## config.mk

```make
export PLATFORM = sky130hd
export DESIGN_NAME = uart_tx_sender
export DESIGN_NICKNAME = d
export VERILOG_FILES = /design/src/rtl/uart_pkg.sv /design/src/rtl/sync_fifo.sv /design/src/rtl/uart_tx_sender.sv
export SDC_FILE = /design/constraint.sdc
export NUM_CORES = 1
export LEC_CHECK = 0
export CELL_PAD_IN_SITES_DETAIL_PLACEMENT = 0
export CELL_PAD_IN_SITES_GLOBAL_PLACEMENT = 2
export CORE_ASPECT_RATIO = 0.8
export CORE_MARGIN = 3
export CORE_UTILIZATION = 40
export DETAILED_ROUTE_END_ITERATION = 12
export PLACE_DENSITY = 0.82
export SKIP_CTS_REPAIR_TIMING = 1
export SYNTH_ARGS = -nofsm -noshare
export SYNTH_HDL_FRONTEND = slang
export SYNTH_HIERARCHICAL = 1
export SYNTH_SLANG_ARGS = --single-unit
```

## constraint.sdc

```tcl
create_clock -name clk -period 3.3 [get_ports clk]
set_input_delay 0.495 -clock clk [delete_from_list [all_inputs] [get_ports clk]]
set_output_delay 0.495 -clock clk [all_outputs]
set_load 0.01 [all_outputs]
```

## src/rtl/uart_pkg.sv

```systemverilog
// Shared UART definitions: FSM state encoding and baud divisor rounding,
// used by both the TX sender and the RX block.
package uart_pkg;

    typedef enum logic [1:0] {
        IDLE  = 2'd0,
        START = 2'd1,
        DATA  = 2'd2,
        STOP  = 2'd3
    } uart_state_e;

    // Clock cycles per bit, rounded to the nearest integer.
    function automatic int unsigned clks_per_bit(input int unsigned clk_freq,
                                                 input int unsigned baud);
        return (clk_freq + (baud / 32'd2)) / baud;
    endfunction

endpackage

```

## src/rtl/sync_fifo.sv

```systemverilog
// Single-clock circular FIFO with occupancy count; a write into a full queue
// is accepted only when a read frees a slot in the same cycle.
module sync_fifo #(
    parameter  int WIDTH = 8,
    parameter  int DEPTH = 4,
    localparam int AW    = $clog2(DEPTH),
    localparam int CW    = AW + 1
) (
    input  logic             clk,
    input  logic             rst,
    input  logic             wr_en_i,
    input  logic [WIDTH-1:0] wr_data_i,
    input  logic             rd_en_i,
    output logic [WIDTH-1:0] rd_data_o,
    output logic [CW-1:0]    count_o,
    output logic             empty_o,
    output logic             drop_o
);

    logic [WIDTH-1:0] mem_q [DEPTH];
    logic [AW-1:0]    wr_ptr_q, wr_ptr_d;
    logic [AW-1:0]    rd_ptr_q, rd_ptr_d;
    logic [CW-1:0]    count_q, count_d;
    logic             full_s;
    logic             do_wr_s;
    logic             do_rd_s;

    assign full_s    = (count_q == CW'(DEPTH));
    assign empty_o   = (count_q == {CW{1'b0}});
    assign do_rd_s   = rd_en_i & ~empty_o;
    assign do_wr_s   = wr_en_i & (~full_s | do_rd_s);
    assign drop_o    = wr_en_i & full_s & ~do_rd_s;
    assign rd_data_o = mem_q[rd_ptr_q];
    assign count_o   = count_q;

    // Pointer and occupancy next-state; pointers wrap naturally at DEPTH.
    always_comb begin
        wr_ptr_d = wr_ptr_q;
        rd_ptr_d = rd_ptr_q;
        count_d  = count_q;
        if (do_wr_s) begin
            wr_ptr_d = wr_ptr_q + AW'(1'b1);
        end else begin
            wr_ptr_d = wr_ptr_q;
        end
        if (do_rd_s) begin
            rd_ptr_d = rd_ptr_q + AW'(1'b1);
        end else begin
            rd_ptr_d = rd_ptr_q;
        end
        case ({do_wr_s, do_rd_s})
            2'b10:   count_d = count_q + CW'(1'b1);
            2'b01:   count_d = count_q - CW'(1'b1);
            default: count_d = count_q;
        endcase
    end

    // Pointer and count registers.
    always_ff @(posedge clk or posedge rst) begin
        if (rst) begin
            wr_ptr_q <= {AW{1'b0}};
            rd_ptr_q <= {AW{1'b0}};
            count_q  <= {CW{1'b0}};
        end else begin
            wr_ptr_q <= wr_ptr_d;
            rd_ptr_q <= rd_ptr_d;
            count_q  <= count_d;
        end
    end

    // Storage array; contents are only meaningful behind the pointers.
    always_ff @(posedge clk) begin
        if (do_wr_s) begin
            mem_q[wr_ptr_q] <= wr_data_i;
        end
    end

endmodule

```

## src/rtl/uart_tx_sender.sv

```systemverilog
// Button-to-UART sender: each rising edge of send queues data_in, and queued
// bytes are serialised back-to-back on tx as 8N1.
module uart_tx_sender
    import uart_pkg::*;
#(
    parameter  int unsigned CLK_FREQ   = 100_000_000,
    parameter  int unsigned BAUD       = 9600,
    parameter  int unsigned FIFO_DEPTH = 4,
    localparam int          CW         = $clog2(FIFO_DEPTH) + 1
) (
    input  logic          clk,
    input  logic          rst,
    input  logic          send,
    input  logic [7:0]    data_in,
    output logic          tx,
    output logic          busy,
    output logic [CW-1:0] fifo_count,
    output logic          overflow
);

    localparam int unsigned     CPB       = clks_per_bit(CLK_FREQ, BAUD);
    localparam int              BW        = (CPB > 1) ? $clog2(CPB) : 1;
    localparam logic [BW-1:0]   BAUD_LAST = BW'(CPB - 1);
    localparam logic [BW-1:0]   BAUD_ZERO = {BW{1'b0}};

    uart_state_e state_q, state_d;
    logic [BW-1:0] baud_q, baud_d;
    logic [2:0]    bit_q, bit_d;
    logic [7:0]    shift_q, shift_d;
    logic          tx_q, tx_d;
    logic          busy_q;
    logic          overflow_q;
    logic          send_dly_q;
    logic          push_s;
    logic          pop_s;
    logic          bit_end_s;
    logic          fifo_empty_s;
    logic          fifo_drop_s;
    logic [7:0]    fifo_data_s;

    assign push_s    = send & ~send_dly_q;
    assign bit_end_s = (baud_q == BAUD_LAST);

    sync_fifo #(
        .WIDTH (8),
        .DEPTH (FIFO_DEPTH)
    ) u_fifo (
        .clk       (clk),
        .rst       (rst),
        .wr_en_i   (push_s),
        .wr_data_i (data_in),
        .rd_en_i   (pop_s),
        .rd_data_o (fifo_data_s),
        .count_o   (fifo_count),
        .empty_o   (fifo_empty_s),
        .drop_o    (fifo_drop_s)
    );

    // Frame sequencing; STOP chains straight into START when more bytes wait.
    always_comb begin
        state_d = state_q;
        baud_d  = baud_q + BW'(1'b1);
        bit_d   = bit_q;
        shift_d = shift_q;
        pop_s   = 1'b0;
        case (state_q)
            IDLE: begin
                baud_d = BAUD_ZERO;
                if (!fifo_empty_s) begin
                    pop_s   = 1'b1;
                    shift_d = fifo_data_s;
                    state_d = START;
                end else begin
                    state_d = IDLE;
                end
            end
            START: begin
                if (bit_end_s) begin
                    baud_d  = BAUD_ZERO;
                    state_d = DATA;
                end else begin
                    state_d = START;
                end
            end
            DATA: begin
                if (bit_end_s) begin
                    baud_d  = BAUD_ZERO;
                    shift_d = {1'b0, shift_q[7:1]};
                    bit_d   = bit_q + 3'd1;
                    if (bit_q == 3'd7) begin
                        state_d = STOP;
                    end else begin
                        state_d = DATA;
                    end
                end else begin
                    state_d = DATA;
                end
            end
            STOP: begin
                if (bit_end_s) begin
                    baud_d = BAUD_ZERO;
                    if (!fifo_empty_s) begin
                        pop_s   = 1'b1;
                        shift_d = fifo_data_s;
                        state_d = START;
                    end else begin
                        state_d = IDLE;
                    end
                end else begin
                    state_d = STOP;
                end
            end
            default: begin
                baud_d  = BAUD_ZERO;
                bit_d   = 3'd0;
                state_d = IDLE;
            end
        endcase
    end

    // Line level follows the current state, one cycle behind it.
    always_comb begin
        tx_d = 1'b1;
        case (state_q)
            IDLE:    tx_d = 1'b1;
            START:   tx_d = 1'b0;
            DATA:    tx_d = shift_q[0];
            STOP:    tx_d = 1'b1;
            default: tx_d = 1'b1;
        endcase
    end

    // State, counters and registered outputs.
    always_ff @(posedge clk or posedge rst) begin
        if (rst) begin
            state_q    <= IDLE;
            baud_q     <= BAUD_ZERO;
            bit_q      <= 3'd0;
            shift_q    <= 8'h00;
            tx_q       <= 1'b1;
            busy_q     <= 1'b0;
            overflow_q <= 1'b0;
            send_dly_q <= 1'b0;
        end else begin
            state_q    <= state_d;
            baud_q     <= baud_d;
            bit_q      <= bit_d;
            shift_q    <= shift_d;
            tx_q       <= tx_d;
            busy_q     <= (state_q != IDLE) | ~fifo_empty_s;
            overflow_q <= fifo_drop_s;
            send_dly_q <= send;
        end
    end

    assign tx       = tx_q;
    assign busy     = busy_q;
    assign overflow = overflow_q;

endmodule

```

Word level (Yosys, flattened, before mapping):

Memories as Yosys holds them, arrays and structs flattened.
Cells that the tools add are included.
W data, S select, Z words.

* bits in registers: 38
* bits in writable memories: 32
* bits of input ports: 11
* output and inout port bits: 6
* word-level logic and storage cells: 67
* memories kept: 1

* $add $sub $neg: 6
* eq/ne operators: 10
* mux-type cells: 19
* bitwise logic cells: 11
* reductions and logical operators: 9

Memories
* u_fifo.mem_q: words 4, bits a word 8, read ports 1, clocked after Yosys merged registers in 0, wr ports 1, line sync_fifo.sv:20 `logic [WIDTH-1:0] mem_q [DEPTH];`

Operators with widths (count)
* $pmux W14 S2: 1
* $mux W8: 3
* $pmux W8 S3: 1
* $add A14 B1 Y14 const B: 1
* $eq A14 B14 Y1 const B: 1
* $mux W14: 1
* $pmux W2 S4: 1
* $add A3 B1 Y3 const B: 2
* $eq A2 B2 Y1 const B: 3
* $eq A3 B3 Y1 const B: 2
* $mux W1: 6
* $mux W2: 3
* $pmux W3 S2: 1
* $and A1 B1 Y1: 5
* $add A2 B1 Y2 const B: 2
* $eq A2 B1 Y1 const B: 2
* $ne A2 B2 Y1 const B: 2
* $not A1 Y1: 4
* $reduce_bool A2 Y1: 2
* $logic_not A3 Y1: 1
* $pmux W1 S3: 1
* $reduce_and A3 Y1: 1
* $reduce_bool A3 Y1: 1
* $reduce_or A3 Y1: 1
* 6 further kinds: 7

Logic depth before layout (Yosys ltp):

Gate-level depths: netlist of run 1.

* depth after elaboration: 9
* mapped depth: 16
* gate-level depth less buffers: 15

By module:

The synthesis of run 1 kept the hierarchy.

Modules (own cells, without submodules)
* uart_tx_sender: instances 1, cells an instance 144, area an instance 1629.1 sq um, sequential area each 777.0 sq um
* sync_fifo: instances 1, cells an instance 81, area an instance 1595.3 sq um, sequential area each 1136.1 sq um

Worst setup path before layout of run 1:

Ideal clock, no wire load.

* path kind: reg-to-reg
* start: reg baud_q[0]
* end: reg u_fifo.count_q[2], in the netlist u_fifo/count_o[2]
* setup time: 0.079 ns
* arrival time: 2.664 ns
* data required time: 3.221 ns
* slack: 0.557 ns
* cell stages (with the launch flop): 17
* buffers on the path: 1
* period minus slack after synthesis: 2.743 ns
* path through: dfrtp_1 inv_1 ha_1 nor4b_2 and4_1 buf_6 a21oi_1 nor3_1 nor4b_2 nor2b_2 inv_1 ha_1 inv_1 fa_1 xor2_1 nor2_1 xor2_1

* longest elaborated chain between the ends: 8
* elaborated cells on any way between the ends: 10
* those cells by class: eq/ne: 3; mux: 3; bitwise: 3; reduce/logical: 1

Ends and longest elaborated chain
* start: declaration: line uart_tx_sender.sv:27 `logic [BW-1:0] baud_q, baud_d;`
* start signal: assignment: line uart_tx_sender.sv:146 `baud_q <= baud_d;`
* $eq A14 B14 Y1 (*): line uart_tx_sender.sv:42 `assign bit_end_s = (baud_q == BAUD_LAST);`
* $mux W1 (*): line uart_tx_sender.sv:100 `if (bit_end_s) begin`
* $pmux W1 S2 (*): line uart_tx_sender.sv:66 `case (state_q)`
* named net pop_s: line uart_tx_sender.sv:35 `logic pop_s;`
* $and A1 B1 Y1 (*): line sync_fifo.sv:30 `assign do_rd_s = rd_en_i & ~empty_o;`
* $or A1 B1 Y1: line sync_fifo.sv:31 `assign do_wr_s = wr_en_i & (~full_s | do_rd_s);`
* $and A1 B1 Y1: line sync_fifo.sv:31
* $eq A2 B1 Y1 or $eq A2 B2 Y1 (tied branches): line sync_fifo.sv:51 `case ({do_wr_s, do_rd_s})`
* $pmux W3 S2 or $reduce_bool A2 Y1 (tied branches)
* end signal: assignment: line sync_fifo.sv:63 `count_q <= {CW{1'b0}};`
* end signal: assignment: line sync_fifo.sv:67 `count_q <= count_d;`
* end: declaration: line sync_fifo.sv:23 `logic [CW-1:0] count_q, count_d;`

The timed path passes the listed nets; every way through them passes the cells marked *.
A chain may end at the register's enable or synchronous reset.

Worst setup path in the final report of run 1:

Ends and elaborated chain as after synthesis.

==> flow_summary.json, run 1 <==
{
  "grt_overflow": 0,
  "yosys.area.top_type_share_pct": 29.8,
  "slew_viol_final": 0,
  "synth_edf_count": 32,
  "grtUsageTotal_pct": 13.2,
  "reg2reg_slack_ps": 440,
  "dr.max_layer_used": "met4",
  "critPathTopFamily": "simple AND/OR/NAND/NOR gates",
  "relSlewSlack_pct": 61.4,
  "reg2reg_to": "u_fifo/count_o[2]$_DFFE_PP0P_",
  "start_util_pct": 42.4,
  "fin_crit_sh_pct": 86.6,
  "core_area_mm2": 0.00760,
  "regToRegStartpoint": "baud_q[0]$_DFF_PP0_",
  "critPathMaxFanout": 7,
  "hold_slack_ps": 428,
  "reg2reg_depth": 15,
  "slowest_delay_ps": 420,
  "worstMarginPinSlew_ps": 579,
  "cts_inserted_buffers": 9,
  "p_leak_uw": 0.00147,
  "crit_buf_inv": 3,
  "wl_met2_um": 2350,
  "setup_viol": 0,
  "synthesis.nets": 250,
  "fill_cells": 687,
  "hold_path.class": "input pin to asynchronous set/reset pin",
  "ioPinCount": 17,
  "hold_viol": 0,
  "synth.area.top_cells": "edfxtp_1 30%, dfrtp_1 29%, mux4_2 5.6%",
  "power_uw": 2650,
  "port_buffers": 16,
  "critPathKind": "flop to flop",
  "die_height_um": 86.3,
  "grt_pass1_wl_um": 9140,
  "startpoint_type": "flop",
  "dr_wl_met3_um": 243,
  "max-cap-violations": 0,
  "powerDensity_mw_per_mm2": 722,
  "num_rows": 28,
  "drcViolationCount": 0,
  "status": "finished, final reports clean",
  "arrival_ps": 3130,
  "dp_hpwl_um": 3680,
  "synthArstFlopShare_pct": 54.3,
  "postRouteWirelength_um": 5260,
  "clk_pin_slew_ps": 80,
  "cts_root_buffer": "clkbuf_8",
  "ys_warn_count": 6,
  "pre_cts_slack_ps": 444,
  "final_common_cell": "dfrtp_1",
  "path_cells": "inv_1 > ha_1 > nor4b_2 > and4_1 > a21oi_1 > nor3_1 > nor4b_2 > nor2b_2 > inv_1 > ha_1 > inv_1 > fa_1 > xor2_1 > nor2_1 > xor2_1",
  "layout_setup_ws_ps": 441,
  "wl_per_cell_um": 14.7,
  "drtAntennaViolNets": 0,
  "cts_tree": "built",
  "die_w_um": 106,
  "crit_top_cell": "inv_1",
  "rsz0062_at_grt": "false",
  "clock_skew_ps": 14.1,
  "period_needed_ps": 2860,
  "layout-drive-gt1-share_pct": 22.1,
  "clock_latency_ps": 350,
  "firstDrtPassIters": 4,
  "ys.flop_type": "dfrtp_1",
  "syn_area_mm2": 0.00322,
  "globalplace.congestion": 0.759,
  "num_vias": 1716,
  "max_freq_mhz": 350,
  "grt_max_degree": 32,
  "ys_seq_elements": 70,
  "nets": 273,
  "drt-met1-wl_um": 2590,
  "setup_tns_ps": 0,
  "area_delta_synth_final_pct": 13.8,
  "seq_area_frac_synth_pct": 59.3,
  "stdcell_count": 358,
  "diodes": 0,
  "crit_required_ps": 3570,
  "via_per_inst": 4.79,
  "yosysTopAreaCell": "edfxtp_1",
  "drtIter0Drc": 67,
  "placed_cells": 342,
  "cts_num_sinks": 70,
  "antenna_found_initial": 0,
  "layout_common_cells": "37 x dfrtp_1, 32 x edfxtp_1, 18 x inv_1, 18 x nor2_1, 16 x clkdlybuf4s50_1",
  "ir_drop_v": 0.000436,
  "synth_cell_types": 38,
  "grt_pass1_vias": 1788,
  "synthCells": 225,
  "end_kind": "flop",
  "dieArea_mm2": 0.00918,
  "cts_htree_levels": 3,
  "synth.avg_cell_area_um2": 14.3,
  "critPathSlowestCell": "dfrtp_1",
  "max-clock-path-buffers": 2
}
==> how the worst max path moves through the flow <==
stage / from / end / slack [ps] / cells after the start
floorplan: baud_q[0]$_DFF_PP0_ / u_fifo/count_o[2]$_DFFE_PP0P_ / 560 / 16
detailed placement: baud_q[0]$_DFF_PP0_ / u_fifo/count_o[2]$_DFFE_PP0P_ / 440 / 15
global route: baud_q[0]$_DFF_PP0_ / u_fifo/count_o[2]$_DFFE_PP0P_ / 70 / 15
global placement: baud_q[0]$_DFF_PP0_ / u_fifo/count_o[2]$_DFFE_PP0P_ / 540 / 15
finish: baud_q[0]$_DFF_PP0_ / u_fifo/count_o[2]$_DFFE_PP0P_ / 440 / 15
CTS: baud_q[0]$_DFF_PP0_ / u_fifo/count_o[2]$_DFFE_PP0P_ / 430 / 15
==> synthesized netlist by cell type (all sizes together), types with 4 or more instances <==
master  instances
dfrtp          37
edfxtp         32
inv            18
mux2           18
nor2           18
ha             13
xnor2          10
mux4            8
nand2           8
xor2            8
buf             7
a21oi           6
and2            6
nor3            5
nand3           4
==> layout make-up <==
cell class	instances	area [um^2]	share of cell area (%)
repair buffers	20	190	5.18
flip-flops and latches	70	1910	52.1
multi-input cells	129	1190	32.4
clock inverters	7	55.1	1.50
inverters	18	67.6	1.84
clock buffers	9	124	3.38
well taps	105	131	3.58
==> worst register-to-register path, delay by kind of cell, from the launching register on <==
kind	cells	cell delay, ps
flip-flops	1	420
AND/OR/NAND/NOR	6	990
adder cells (fa/ha/maj)	3	750
AO/OA/AOI/OAI	1	140
buffers and inverters	3	210
XOR/XNOR	2	300
==> power by group <==
group          switching, uW  internal, uW
Combinational            312           432
Clock                    349           283
Sequential               177          1100
==> cell families after synthesis <==
family / share of synthesized area (%)
compound gates: 2.17
simple gates: 10.6
fa+ha+maj: 5.67
buf+inv: 3.80
mux: 13.5
flops: 59.3
xor+xnor: 4.89
==> layer usage <==
layer	up-vias	track usage, %
li1	840	-
met1	842	18.0
met2	26	19.4
met3	8	4.69
met4	0	4.94
met5	-	0
==> sequential cells by signal, indices dropped and copies added, names as in the netlist <==
signal	cells
baud_q	14
bit_q	3
busy	1
overflow	1
send_dly_q	1
shift_q	8
state_q	2
tx	1
u_fifo/count_o	3
u_fifo/mem_q	32
u_fifo/rd_ptr_q	2
u_fifo/wr_ptr_q	2
==> stage by stage <==
| step | util, % | cell area, um^2 |
|---|---|---|
| final | 48.3 | 3670 |
| after global routing | 48.3 | 3670 |
| after CTS | 48.3 | 3670 |
| after detailed placement | 45.9 | 3490 |
| after global placement | 45.9 | 3490 |
| after floorplan | - | 3220 |
Power figures use the tool's default switching activity.
==> run 2, diff against run 1 <==
Settings changed: SLEW_MARGIN set to 20.
==> results of run 2 <==
No change in the layout: final DEF, timing and power equal those of run 1.
==> run 3, diff against run 2 <==
Settings changed: ABC_CLOCK_PERIOD_IN_PS set to 3300.
==> results of run 3 <==
No change in the layout: final DEF, timing and power equal those of run 1.
